--- src/rtl/d_drain_arbiter_pkg.sv ---
// rtl/d_drain_arbiter_pkg.sv - shared types and constants for the D0/D1 drain arbiter
package d_drain_arbiter_pkg;

    typedef enum logic [1:0] {
        IDLE = 2'd0,
        RD   = 2'd1,
        CAP  = 2'd2,
        HOLD = 2'd3
    } state_t;

    localparam int   BW_DEFAULT = 6;
    localparam logic SRC_D0     = 1'b0;
    localparam logic SRC_D1     = 1'b1;

endpackage

--- src/rtl/d_drain_arbiter_rr_arb2.sv ---
// rtl/d_drain_arbiter_rr_arb2.sv - two-requester round-robin arbiter with last_sel history
module rr_arb2
    import d_drain_arbiter_pkg::*;
(
    input  logic clk,
    input  logic reset,
    input  logic req0,
    input  logic req1,
    input  logic upd,
    input  logic upd_sel,
    output logic grant,
    output logic any
);

    logic last_sel;

    // last_sel resets to D1 so that D0 wins the first tie
    always_ff @(posedge clk) begin
        if (reset) begin
            last_sel <= SRC_D1;
        end else if (upd) begin
            last_sel <= upd_sel;
        end
    end

    always_comb begin
        grant = SRC_D0;
        if (req0 && req1) begin
            grant = ~last_sel;
        end else if (req1) begin
            grant = SRC_D1;
        end
        any = req0 | req1;
    end

endmodule

--- src/rtl/d_drain_arbiter.sv ---
// rtl/d_drain_arbiter.sv - drains D0/D1 FIFOs into one tagged valid/ready stream; DRAIN_CNT_EN adds per-source counters
module d_drain_arbiter
    import d_drain_arbiter_pkg::*;
#(
    parameter int BW = BW_DEFAULT
`ifdef DRAIN_CNT_EN
    ,
    parameter int CW = 8
`endif
)
(
    input  logic          clk,
    input  logic          reset,
    input  logic          D0_empty,
    input  logic          D0_error_output,
    input  logic [BW-1:0] D0_data_out,
    output logic          D0_rd,
    input  logic          D1_empty,
    input  logic          D1_error_output,
    input  logic [BW-1:0] D1_data_out,
    output logic          D1_rd,
    input  logic          out_ready,
    output logic          out_valid,
    output logic [BW-1:0] out_data,
    output logic          out_src,
    output logic          idle
`ifdef DRAIN_CNT_EN
    ,
    output logic [CW-1:0] cnt_d0,
    output logic [CW-1:0] cnt_d1
`endif
);

    state_t state;
    state_t state_nxt;
    logic   sel;
    logic   d0_ok;
    logic   d1_ok;
    logic   grant;
    logic   any_ok;

    assign d0_ok = ~D0_empty & ~D0_error_output;
    assign d1_ok = ~D1_empty & ~D1_error_output;

    rr_arb2 u_arb (
        .clk     (clk),
        .reset   (reset),
        .req0    (d0_ok),
        .req1    (d1_ok),
        .upd     (state == RD),
        .upd_sel (sel),
        .grant   (grant),
        .any     (any_ok)
    );

    always_ff @(posedge clk) begin
        if (reset) begin
            state    <= IDLE;
            sel      <= SRC_D0;
            out_data <= '0;
            out_src  <= SRC_D0;
        end else begin
            state <= state_nxt;
            if (state == IDLE && any_ok) begin
                sel <= grant;
            end
            // FIFO read data is valid the cycle after the pop strobe
            if (state == CAP) begin
                out_data <= (sel == SRC_D1) ? D1_data_out : D0_data_out;
                out_src  <= sel;
            end
        end
    end

    always_comb begin
        state_nxt = state;
        case (state)
            IDLE: if (any_ok)    state_nxt = RD;
            RD:                  state_nxt = CAP;
            CAP:                 state_nxt = HOLD;
            HOLD: if (out_ready) state_nxt = IDLE;
            default:             state_nxt = IDLE;
        endcase
    end

    // Strobes decode purely from registers, so they cannot glitch or overlap
    assign D0_rd     = (state == RD) && (sel == SRC_D0);
    assign D1_rd     = (state == RD) && (sel == SRC_D1);
    assign out_valid = (state == HOLD);
    assign idle      = (state == IDLE) && !d0_ok && !d1_ok;

`ifdef DRAIN_CNT_EN
    always_ff @(posedge clk) begin
        if (reset) begin
            cnt_d0 <= '0;
            cnt_d1 <= '0;
        end else if (out_valid && out_ready) begin
            if (out_src == SRC_D1) begin
                cnt_d1 <= cnt_d1 + 1'b1;
            end else begin
                cnt_d0 <= cnt_d0 + 1'b1;
            end
        end
    end
`endif

endmodule

--- config.mk ---
export PLATFORM = sky130hd
export DESIGN_NAME = d_drain_arbiter
export DESIGN_NICKNAME = d
export VERILOG_FILES = /design/src/rtl/d_drain_arbiter_pkg.sv /design/src/rtl/d_drain_arbiter_rr_arb2.sv /design/src/rtl/d_drain_arbiter.sv
export SDC_FILE = /design/constraint.sdc
export NUM_CORES = 1
export LEC_CHECK = 0
export ABC_AREA = 1
export BUFFER_PORTS_ARGS = -buffer_cell sky130_fd_sc_hd__buf_2
export CORE_MARGIN = 1
export CORE_UTILIZATION = 44
export CTS_CLUSTER_SIZE = 16
export DETAILED_ROUTE_END_ITERATION = 10
export GPL_ROUTABILITY_DRIVEN = 0
export GPL_TIMING_DRIVEN = 0
export PLACE_DENSITY = 0.77
export SYNTH_ARGS = -nofsm -noshare
export SYNTH_HDL_FRONTEND = slang
export SYNTH_SLANG_ARGS = --single-unit
--- constraint.sdc ---
create_clock -name clk -period 1.6 [get_ports clk]
set_clock_uncertainty 0.05 [all_clocks]
set_input_delay 0.32 -clock clk [delete_from_list [all_inputs] [get_ports clk]]
set_output_delay 0.32 -clock clk [all_outputs]
set_load 0.02 [all_outputs]
# Yosys cells after proc, flatten, opt, wreduce, memory -nomap -nowiden
# Cells that the tools add are included.
# op_classes
n_bitwise	9
n_eq_ne	5
reduce_logical	10
n_mux	6
# ops
cell	count
one-hot mux 2 bit (4 select lines)	1
logical AND 1 bit	6
two-way mux 6 bit	1
NOT 1 bit	6
equality test 2 bit, second input constant	2
two-way mux 2 bit	2
inequality test 2 bit, second input constant	2
AND 1 bit	2
equality test 2 x 1 -> 1 bit, second input constant	1
logical NOT 1 bit	2
logical NOT 2 bit	1
two-way mux 1 bit	2
AND reduction 2 bit	1
OR 1 bit	1
# totals
elab_cells	35
input_bits	19
ff_bits	11

# Depth between registers and ports, before layout
# Gate-level depths: netlist of the first run.
# logic_depth
word_depth	5
ltp_mapped	6
depth_no_buf	6

# Cells and area by module
# A second synthesis of the first run with hierarchy kept.
# hier_totals
cells_unflattened	96
area_unflattened_um2	610.6
# modules_own_cells
module	cells_each	area_per_inst_um2	n_inst	seq_area_each_um2
d_drain_arbiter	88	556.8	1	200.2
rr_arb2	8	53.8	1	20.0

# Worst setup path before layout of the first run
# Ideal clock, no wire load.
# synth_timing
kind	register to output
startpoint	reg state[0]
endpoint	out idle
arrival_ns	0.859
setup_slack_ns	0.371
path_buffers	0
stages_incl_launch_ff	5
t_required_ns	1.230
path_cell_list	dfxtp_1 inv_1 ha_1 nand3_2 inv_1
# synth_via
elab_chain_len	3
# synth_lines
element	line	rtl
start, declared	d_drain_arbiter.sv:34	state_t state;
start signal, assigned	d_drain_arbiter.sv:63	state <= state_nxt;
logical NOT 2 bit	d_drain_arbiter.sv:90	assign idle = (state == IDLE) && !d0_ok && !d1_ok;
logical AND 1 bit (2 in a row)	d_drain_arbiter.sv:90	
end, declared	d_drain_arbiter.sv:26	output logic idle
# Every way passes these cells.

# Final worst setup path of the first run
# Ends and elaborated chain as after synthesis.

==> qor.yml, run 1 <==
critical_path:
  cp.depth: 5
  crit_path_top_delay_cell: "dfxtp_2"
  crit_path_end_kind: "primary output"
  timing.rr.start: "state[0]"
  worstReg2RegEnd: "out_data[0]"
  worstPathRequired_ns: 1.23
  cp-start-kind: "flip-flop"
  cp_cell_sequence: "inv_2, ha_4, nand3_2, inv_1, buf_4"
  max_stage_delay_ns: 0.34
  reg2reg_slack_ns: 0.22
  cp.arrival_ns: 1.14
  path_buf_inv: 3
  crit_fanout: 4
  crit_family: "flip-flops"
  worstRegToRegCells: 6
  setup.worst_path.class: "reg2out"
floorplanning:
  dieHeight_um: 39.75
  die_w_um: 39.75
  core_area_mm2: 0.001318
  initial_core_util: 0.4758
  io_pins: 30
  die-area_mm2: 0.001580
  rows: 13
clock_tree:
  clock-root-buffer: "clkbuf_4"
  cts_tree: "yes"
  cts_made_buffers: 3
  clkTransAtPathRegs_ns: 0.07
  cts_max_level: 1
  cts_buffer_depth: 2
  clock-sinks: 11
  clk_latency_ns: 0.27
power:
  power.share.combinational: 0.545
  switching_share: 0.4248
  p_leak_nw: 0.4906
  p_switching_w: 0.0005870
  clock_power_share: 0.135
  ir_drop_mv: 1.150
  p_per_area_mw_per_mm2: 1636
  p_total_w: 0.001382
  power_frac_seq: 0.319
  p_int_w: 0.0007948
route:
  drtAntennaViolNets: 0
  viasPerCell: 4.470
  drt_iter0_drc: 16
  wirelength_um: 1296
  drc: 0
  vias: 599
  drtPass1Iterations: 4
  wl_per_cell_um: 9.672
hold_path:
  min_path_cells: 2
  hp-start: "reset"
  min_path_type: "in2reg"
  whs_endpoint: "sel"
timing:
  timing.setup.tns_ns: 0
  finalSetupViolCount: 0
  tightest_slew_ns: 0.2338
  hold_viol_final: 0
  slew_headroom: 0.8441
  rsz0062_at_grt: "no"
  max_freq_ghz: 0.6617
  drv_slew: 0
  fin_crit_ns: 1.511
  finalCritPeriodShare: 0.9445
yosys:
  synthCells: 85
  ys.flop_type: "dfxtp_1"
  ys_types: 16
  syn_avg_cell_area_um2: 7.375
  synth_top_area_frac: 0.3513
  netlist_top_cells_area: "dfxtp_1 35%, nand2_1 14%, ha_1 8.0%"
  synth_most_common_cell: "nand2_1"
  yosys_warnings: 0
  synth_enable_flop_cells: 0
  seq_area_frac_synth: 0.3513
  async_reset_ff_frac: 0
  synth_seq_cells: 11
  netlist_area_um2: 626.9
  syn_nets: 108
  yosysTopAreaCell: "dfxtp_1"
  yosys-top-cells-count: "24 x nand2_1, 12 x inv_1, 11 x dfxtp_1"
layout:
  diodes: 0
  final_layout_size_suffix_gt1_frac: 0.4538
  area_growth_syn_to_layout_pct: 34.73
  nNetsFinal: 143
grt:
  overflow: 0
  antenna_found_initial: 0
  grt_pass1_wl_um: 1856
  gr-usage-all-layers: 0.1802
  grt_pass1_vias: 452
  grt_max_degree: 11
run:
  max_cap_violations: 0
run_status:
  status: "complete, no violations"
placed_design:
  io_buffer_count: 29
  place_hpwl_um: 964.2
-- cells in the final DEF, fill, tap and decap left out, drive strengths merged --
| cell | synthesis | final |
|---|---|---|
| nand3 | 10 | 10 |
| nor2 | 3 | 3 |
| o211ai | 6 | 6 |
| inv | 19 | 19 |
| nand3b | 1 | 1 |
| ha | 4 | 4 |
| nand2 | 24 | 24 |
| o21ai | 1 | 1 |
| buf | 2 | 32 |
| dfxtp | 11 | 11 |
| a21oi | 4 | 4 |
| clkbuf | 0 | 4 |
-- worst max path at each step --
stage              from  endpoint  slack, ns
3_3_place_gp   state[0]      idle       0.25
6_report       state[0]      idle       0.09
2_1_floorplan  state[0]      idle       0.37
5_1_grt        state[1]     D0_rd    0.00005
4_1_cts        state[1]     D1_rd       0.01
3_5_place_dp   state[0]      idle       0.23
-- metal layers --
metal  global-route usage  part of all wire  vias up
met4              0.05172                 0        0
li1                     -                 -      335
met2               0.2664              0.49       12
met3              0.08523             0.052        0
met5                    0                 0        -
met1               0.2287              0.45      252
-- layout make-up --
cell class,count,area [um^2]
Timing Repair Buffer,30,157.7
Buffer,2,18.77
Clock buffer,4,26.28
Fill cell,109,473.0
Inverter,19,73.82
Sequential cell,11,222.7
Tap cell,15,18.77
Multi-Input combinational cell,53,326.6
-- power by group through the flow --
stage	Clock [W]	Sequential, W	Combinational, W
after floorplan	0	0.000506	0.000439
after global placement	0	0.000436	0.000669
after detailed placement	0	0.000437	0.000685
after CTS	0.000195	0.000433	0.000724
after global routing	0.000207	0.000453	0.000849
final	0.000187	0.000441	0.000754
-- flip-flops by register name, indices dropped and copies added, names as in the netlist --
signal and flops:
sel 1, u_arb.last_sel 1, out_src 1, out_data 6, state 2
-- repair_timing --
action                     in CTS  in global routing
hold buffers                    0                  0
buffers inserted                0                  1
setup endpoints to repair       1                  3
gates resized for setup         3                  5
-- cell families after synthesis --
family | count (synthesis) | share of synthesized area
buffers and inverters | 21 | 0.1477
adder cells (fa/ha/maj) | 4 | 0.07984
AO/OA/AOI/OAI | 11 | 0.1357
AND/OR/NAND/NOR | 38 | 0.2854
flip-flops | 11 | 0.3513
-- per-stage QoR --
step	util	setup WS, ns	hold WS (ns)	cell area (um^2)	instances
floorplan	-	0.3708	0.3391	626.9	85
global placement	0.6002	0.2478	0.4001	790.8	129
detailed placement	0.6002	0.2290	0.4004	790.8	129
CTS	0.6296	0.01219	0.1718	829.5	133
global route	0.6410	0.00005274	0.1778	844.6	134
finish	0.6410	0.08885	0.1798	844.6	134
-- worst reg2reg max path, cell delays in order, from the launching register on --
cell,delay [ns]
dfxtp_2,0.35
inv_2,0.06
buf_4,0.13
ha_1,0.27
buf_6,0.18
o211ai_1,0.18
inv_1,0.06
Note: power is estimated with default switching activity, not from simulation.
==> run 2, diff against run 1 <==
--- a/config.mk
+++ b/config.mk
@@ -8,12 +8,13 @@
 export ABC_AREA = 1
 export BUFFER_PORTS_ARGS = -buffer_cell sky130_fd_sc_hd__buf_2
 export CORE_MARGIN = 1
-export CORE_UTILIZATION = 44
+export CORE_UTILIZATION = 46
+export CTS_BUF_LIST = sky130_fd_sc_hd__clkbuf_8
 export CTS_CLUSTER_SIZE = 16
 export DETAILED_ROUTE_END_ITERATION = 10
 export GPL_ROUTABILITY_DRIVEN = 0
 export GPL_TIMING_DRIVEN = 0
-export PLACE_DENSITY = 0.77
+export PLACE_DENSITY = 0.8
 export SYNTH_ARGS = -nofsm -noshare
 export SYNTH_HDL_FRONTEND = slang
 export SYNTH_SLANG_ARGS = --single-unit
==> qor.yml, run 2 (synthesized netlist as in run 1, its figures left out) <==
layout:
  diodes: 0
  area_growth_syn_to_layout_pct: 36.13
  layout_commonest_cell: "buf_2"
  largest_register_ffs: 6
  nNetsFinal: 142
  regMostFlops: "out_data"
  instances_no_fill: 132
  final_area_um2: 853.3
  mostFrequentLayoutCells: "28 x buf_2, 24 x nand2_1, 11 x inv_1, 10 x dfxtp_1, 8 x inv_2"
  top_regs: "out_data (6), state (2)"
  final_layout_size_suffix_gt1_frac: 0.4492
  fin_util: 0.7194
critical_path:
  worstPathRequired_ns: 1.23
  startpoint: "state[0]"
  max_stage_delay_ns: 0.39
  cp_cell_sequence: "inv_2, ha_4, nand3_2, inv_1, buf_2"
  path_buf_inv: 3
  setup.worst_path.class: "reg2out"
  cp-start-kind: "flip-flop"
  crit_path_end_kind: "primary output"
  crit_family: "flip-flops"
  crit_fanout: 4
  crit_path_top_delay_cell: "dfxtp_1"
  cp.arrival_ns: 1.17
  timing.rr.start: "state[0]"
clock_tree:
  clk_latency_ns: 0.24
  cts_made_buffers: 3
  cts_tree: "yes"
  clkTransAtPathRegs_ns: 0.05
  hold_buffers: 0
  clock-root-buffer: "clkbuf_8"
  clock-sinks: 11
  post-cts-setup-buffers: 0
  cts_max_level: 1
  cts_buffer_depth: 2
timing:
  fin_crit_ns: 1.545
  timing.setup.tns_ns: 0
  drv_slew: 0
  hold_viol_final: 0
  rsz0062_at_grt: "no"
  tightest_slew_ns: 0.2502
  finalSetupViolCount: 0
  max_freq_ghz: 0.6473
  finalCritPeriodShare: 0.9656
  slew_headroom: 0.8332
route:
  drtPass1Iterations: 3
  viasPerCell: 4.750
  wl_per_cell_um: 9.826
  vias: 627
  drtAntennaViolNets: 0
  wirelength_um: 1297
  drt_iter0_drc: 4
  drc: 0
power:
  p_per_area_mw_per_mm2: 1703
  p_leak_nw: 0.4958
  ir_drop_mv: 1.053
floorplanning:
  io_pins: 30
  die_w_um: 38.92
  die-area_mm2: 0.001514
  core_area_mm2: 0.001186
  rows: 12
  initial_core_util: 0.5285
  dieHeight_um: 38.92
placed_design:
  place_inst: 128
  io_buffer_count: 29
  place_hpwl_um: 991.8
  placed_cell_area_um2: 789.5
run:
  max_cap_violations: 0
grt:
  grt_max_degree: 11
  grt_pass1_vias: 546
  antenna_found_initial: 0
  overflow: 0
  gr-usage-all-layers: 0.2194
  grt_pass1_wl_um: 2166
run_status:
  status: "complete, no violations"
hold_path:
  hp-start: "reset"
  min_path_type: "in2reg"
==> run 2: cell types whose count changed in the layout (fill, tap and decap cells not counted), sizes merged <==
cell and delta:
buf -1, clkbuf -1, inv +1
==> run 2: report_power, final <==
part / leakage, nW / switching [W] / internal (W)
registers: 0.0908 / 0.0000636 / 0.000376
clock network: 0.0269 / 0.000109 / 0.000169
logic: 0.378 / 0.000432 / 0.000302
==> run 2: routing by layer <==
layer,share of wire,track usage
met5,0,0
met4,0.012,0.07759
met3,0.062,0.1040
met2,0.52,0.3750
met1,0.40,0.2316
==> run 2: worst paths after layout <==
path	end	slack [ns]	cells past startpoint
max reg2reg	out_data[4]	0.27	5
min reg2reg	u_arb.last_sel	0.42	2
min	sel	0.20	2
max	idle	0.06	5
==> run 2: cell type report <==
class	instances	area, um^2
tap	14	17.52
sequential	11	221.5
clock inverter	1	3.754
inverter	19	73.82
buffer	2	18.77
timing repair buffer	29	147.6
clock buffer	3	41.29
multi-input combinational	53	329.1
fill	100	332.8
==> run 2: worst register-to-register path: cells and delay by family, from the launching register on <==
kind                       cells  cell delay (ns)
AOI/OAI and AO/OA              1             0.17
adders and majority gates      1             0.29
buffers and inverters          3             0.31
DFF                            1             0.39
==> run 2: per-stage QoR <==
| stage | setup slack, ns | hold WS (ns) | total power (W) |
|---|---|---|---|
| CTS | 0.01317 | 0.1962 | 0.001454 |
| finish | 0.05508 | 0.2033 | 0.001453 |
| global placement | 0.2558 | 0.4019 | 0.001108 |
| floorplan | 0.3708 | 0.3391 | 0.0009457 |
| detailed placement | 0.2087 | 0.4123 | 0.001130 |
| global route | 0.006611 | 0.2225 | 0.001577 |
==> run 2: what timing repair did <==
item,4_1_cts,5_1_grt
endpoints found under the setup margin,1,3
pin swaps,1,0
gates resized for setup,2,5
==> run 3, diff against run 2 <==
--- a/config.mk
+++ b/config.mk
@@ -15,6 +15,7 @@
 export GPL_ROUTABILITY_DRIVEN = 0
 export GPL_TIMING_DRIVEN = 0
 export PLACE_DENSITY = 0.8
+export REMOVE_ABC_BUFFERS = 1
 export SYNTH_ARGS = -nofsm -noshare
 export SYNTH_HDL_FRONTEND = slang
 export SYNTH_SLANG_ARGS = --single-unit
==> qor.yml, run 3 (synthesized netlist as in run 1, its figures left out) <==
clock_tree:
  cts_tree: "yes"
  post-cts-setup-buffers: 0
  clkTransAtPathRegs_ns: 0.05
  clk_latency_ns: 0.25
  cts_max_level: 1
  cts_buffer_depth: 2
  cts_made_buffers: 3
  hold_buffers: 0
  clock-root-buffer: "clkbuf_8"
  clock-sinks: 11
critical_path:
  cp-start-kind: "flip-flop"
  crit_path_end_kind: "primary output"
  cp.arrival_ns: 1.17
  timing.rr.start: "state[0]"
  worstPathRequired_ns: 1.23
  setup.worst_path.class: "reg2out"
  crit_fanout: 4
  startpoint: "state[0]"
layout:
  multi_input_area_um2: 329.1
  top_regs: "out_data (6), state (2)"
  mostFrequentLayoutCells: "28 x buf_2, 24 x nand2_1, 11 x inv_1, 9 x dfxtp_1, 8 x inv_2"
  final_layout_size_suffix_gt1_frac: 0.4483
  nNetsFinal: 140
  regMostFlops: "out_data"
  regArea_um2: 222.7
  area_growth_syn_to_layout_pct: 33.33
  layout_commonest_cell: "buf_2"
  fillCellCount: 111
  largest_register_ffs: 6
  diodes: 0
run_status:
  status: "complete, no violations"
grt:
  gr-usage-all-layers: 0.2250
  antenna_found_initial: 0
  grt_pass1_wl_um: 2194
  grt_pass1_vias: 539
  grt_max_degree: 16
  overflow: 0
timing:
  finalCritPeriodShare: 0.9645
  setup_slack_ns: 0.05680
  hold_viol_final: 0
  max_freq_ghz: 0.6480
  finalSetupViolCount: 0
  tightest_slew_ns: 0.3560
  timing.setup.tns_ns: 0
  slew_headroom: 0.7627
  fin_crit_ns: 1.543
  drv_slew: 0
  rsz0062_at_grt: "no"
placed_design:
  pre_cts_ws_ns: 0.1318
  io_buffer_count: 29
  place_hpwl_um: 982.6
route:
  drtPass1Iterations: 4
  vias: 626
  wl_per_cell_um: 10.57
  drtAntennaViolNets: 0
  wirelength_um: 1374
  viasPerCell: 4.815
  drc: 0
  drt_iter0_drc: 13
power:
  ir_drop_mv: 1.083
  p_per_area_mw_per_mm2: 1715
  p_leak_nw: 0.4847
floorplanning:
  io_pins: 30
  rows: 12
  die-area_mm2: 0.001514
  dieHeight_um: 38.92
  die_w_um: 38.92
  core_area_mm2: 0.001186
  initial_core_util: 0.5285
hold_path:
  min_path_type: "in2reg"
  hp-start: "reset"
run:
  max_cap_violations: 0
## run 3: path summary, 6_finish.rpt
check	cells after the start	slack [ns]	end
hold reg to reg	2	0.41	u_arb.last_sel
setup / recovery	5	0.06	idle
setup reg to reg	5	0.31	out_data[4]
hold / removal	2	0.20	sel
## run 3: cell type report
class	instances	area share
well taps	14	0.02096
inverters	19	0.08832
clock buffers	3	0.04940
multi-input cells	53	0.3937
flip-flops and latches	11	0.2665
repair buffers	29	0.1766
clock inverters	1	0.004491
## run 3: repair_timing
item                       4_1_cts  5_1_grt
setup endpoints to repair        1        8
gates cloned                     0        0
pin swaps                        1        0
gates resized for setup          2        6
## run 3: worst max-delay path, cell delays in order (launching register included)
cell,delay (ns)
dfxtp_1,0.38
inv_2,0.08
ha_4,0.17
nand3_2,0.11
inv_1,0.04
buf_2,0.15
## run 3: per-stage QoR
step | hold slack, ns | area [um^2] | cells | util | power, W
3_3_place_gp | 0.3994 | 770.7 | 126 | 0.6498 | 0.001073
2_1_floorplan | 0.3391 | 608.1 | 83 | - | 0.0009166
3_5_place_dp | 0.3951 | 770.7 | 126 | 0.6498 | 0.001097
4_1_cts | 0.1994 | 828.3 | 130 | 0.6983 | 0.001420
5_1_grt | 0.2095 | 835.8 | 130 | 0.7046 | 0.001540
6_report | 0.1963 | 835.8 | 130 | 0.7046 | 0.001433
## run 3: power by group
group | switching (W) | internal [W] | total [W]
clock | 0.000112 | 0.000169 | 0.000281
sequential | 0.0000756 | 0.000377 | 0.000453
combinational | 0.000422 | 0.000277 | 0.000699
total | 0.000609 | 0.000824 | 0.00143
## run 3: routing by layer
| layer | vias up | part of all wire | global-route usage |
|---|---|---|---|
| met4 | 0 | 0.020 | 0.1034 |
| met2 | 16 | 0.49 | 0.3667 |
| met3 | 5 | 0.058 | 0.1098 |
| li1 | 330 | - | - |
| met1 | 275 | 0.43 | 0.2411 |
| met5 | - | 0 | 0 |
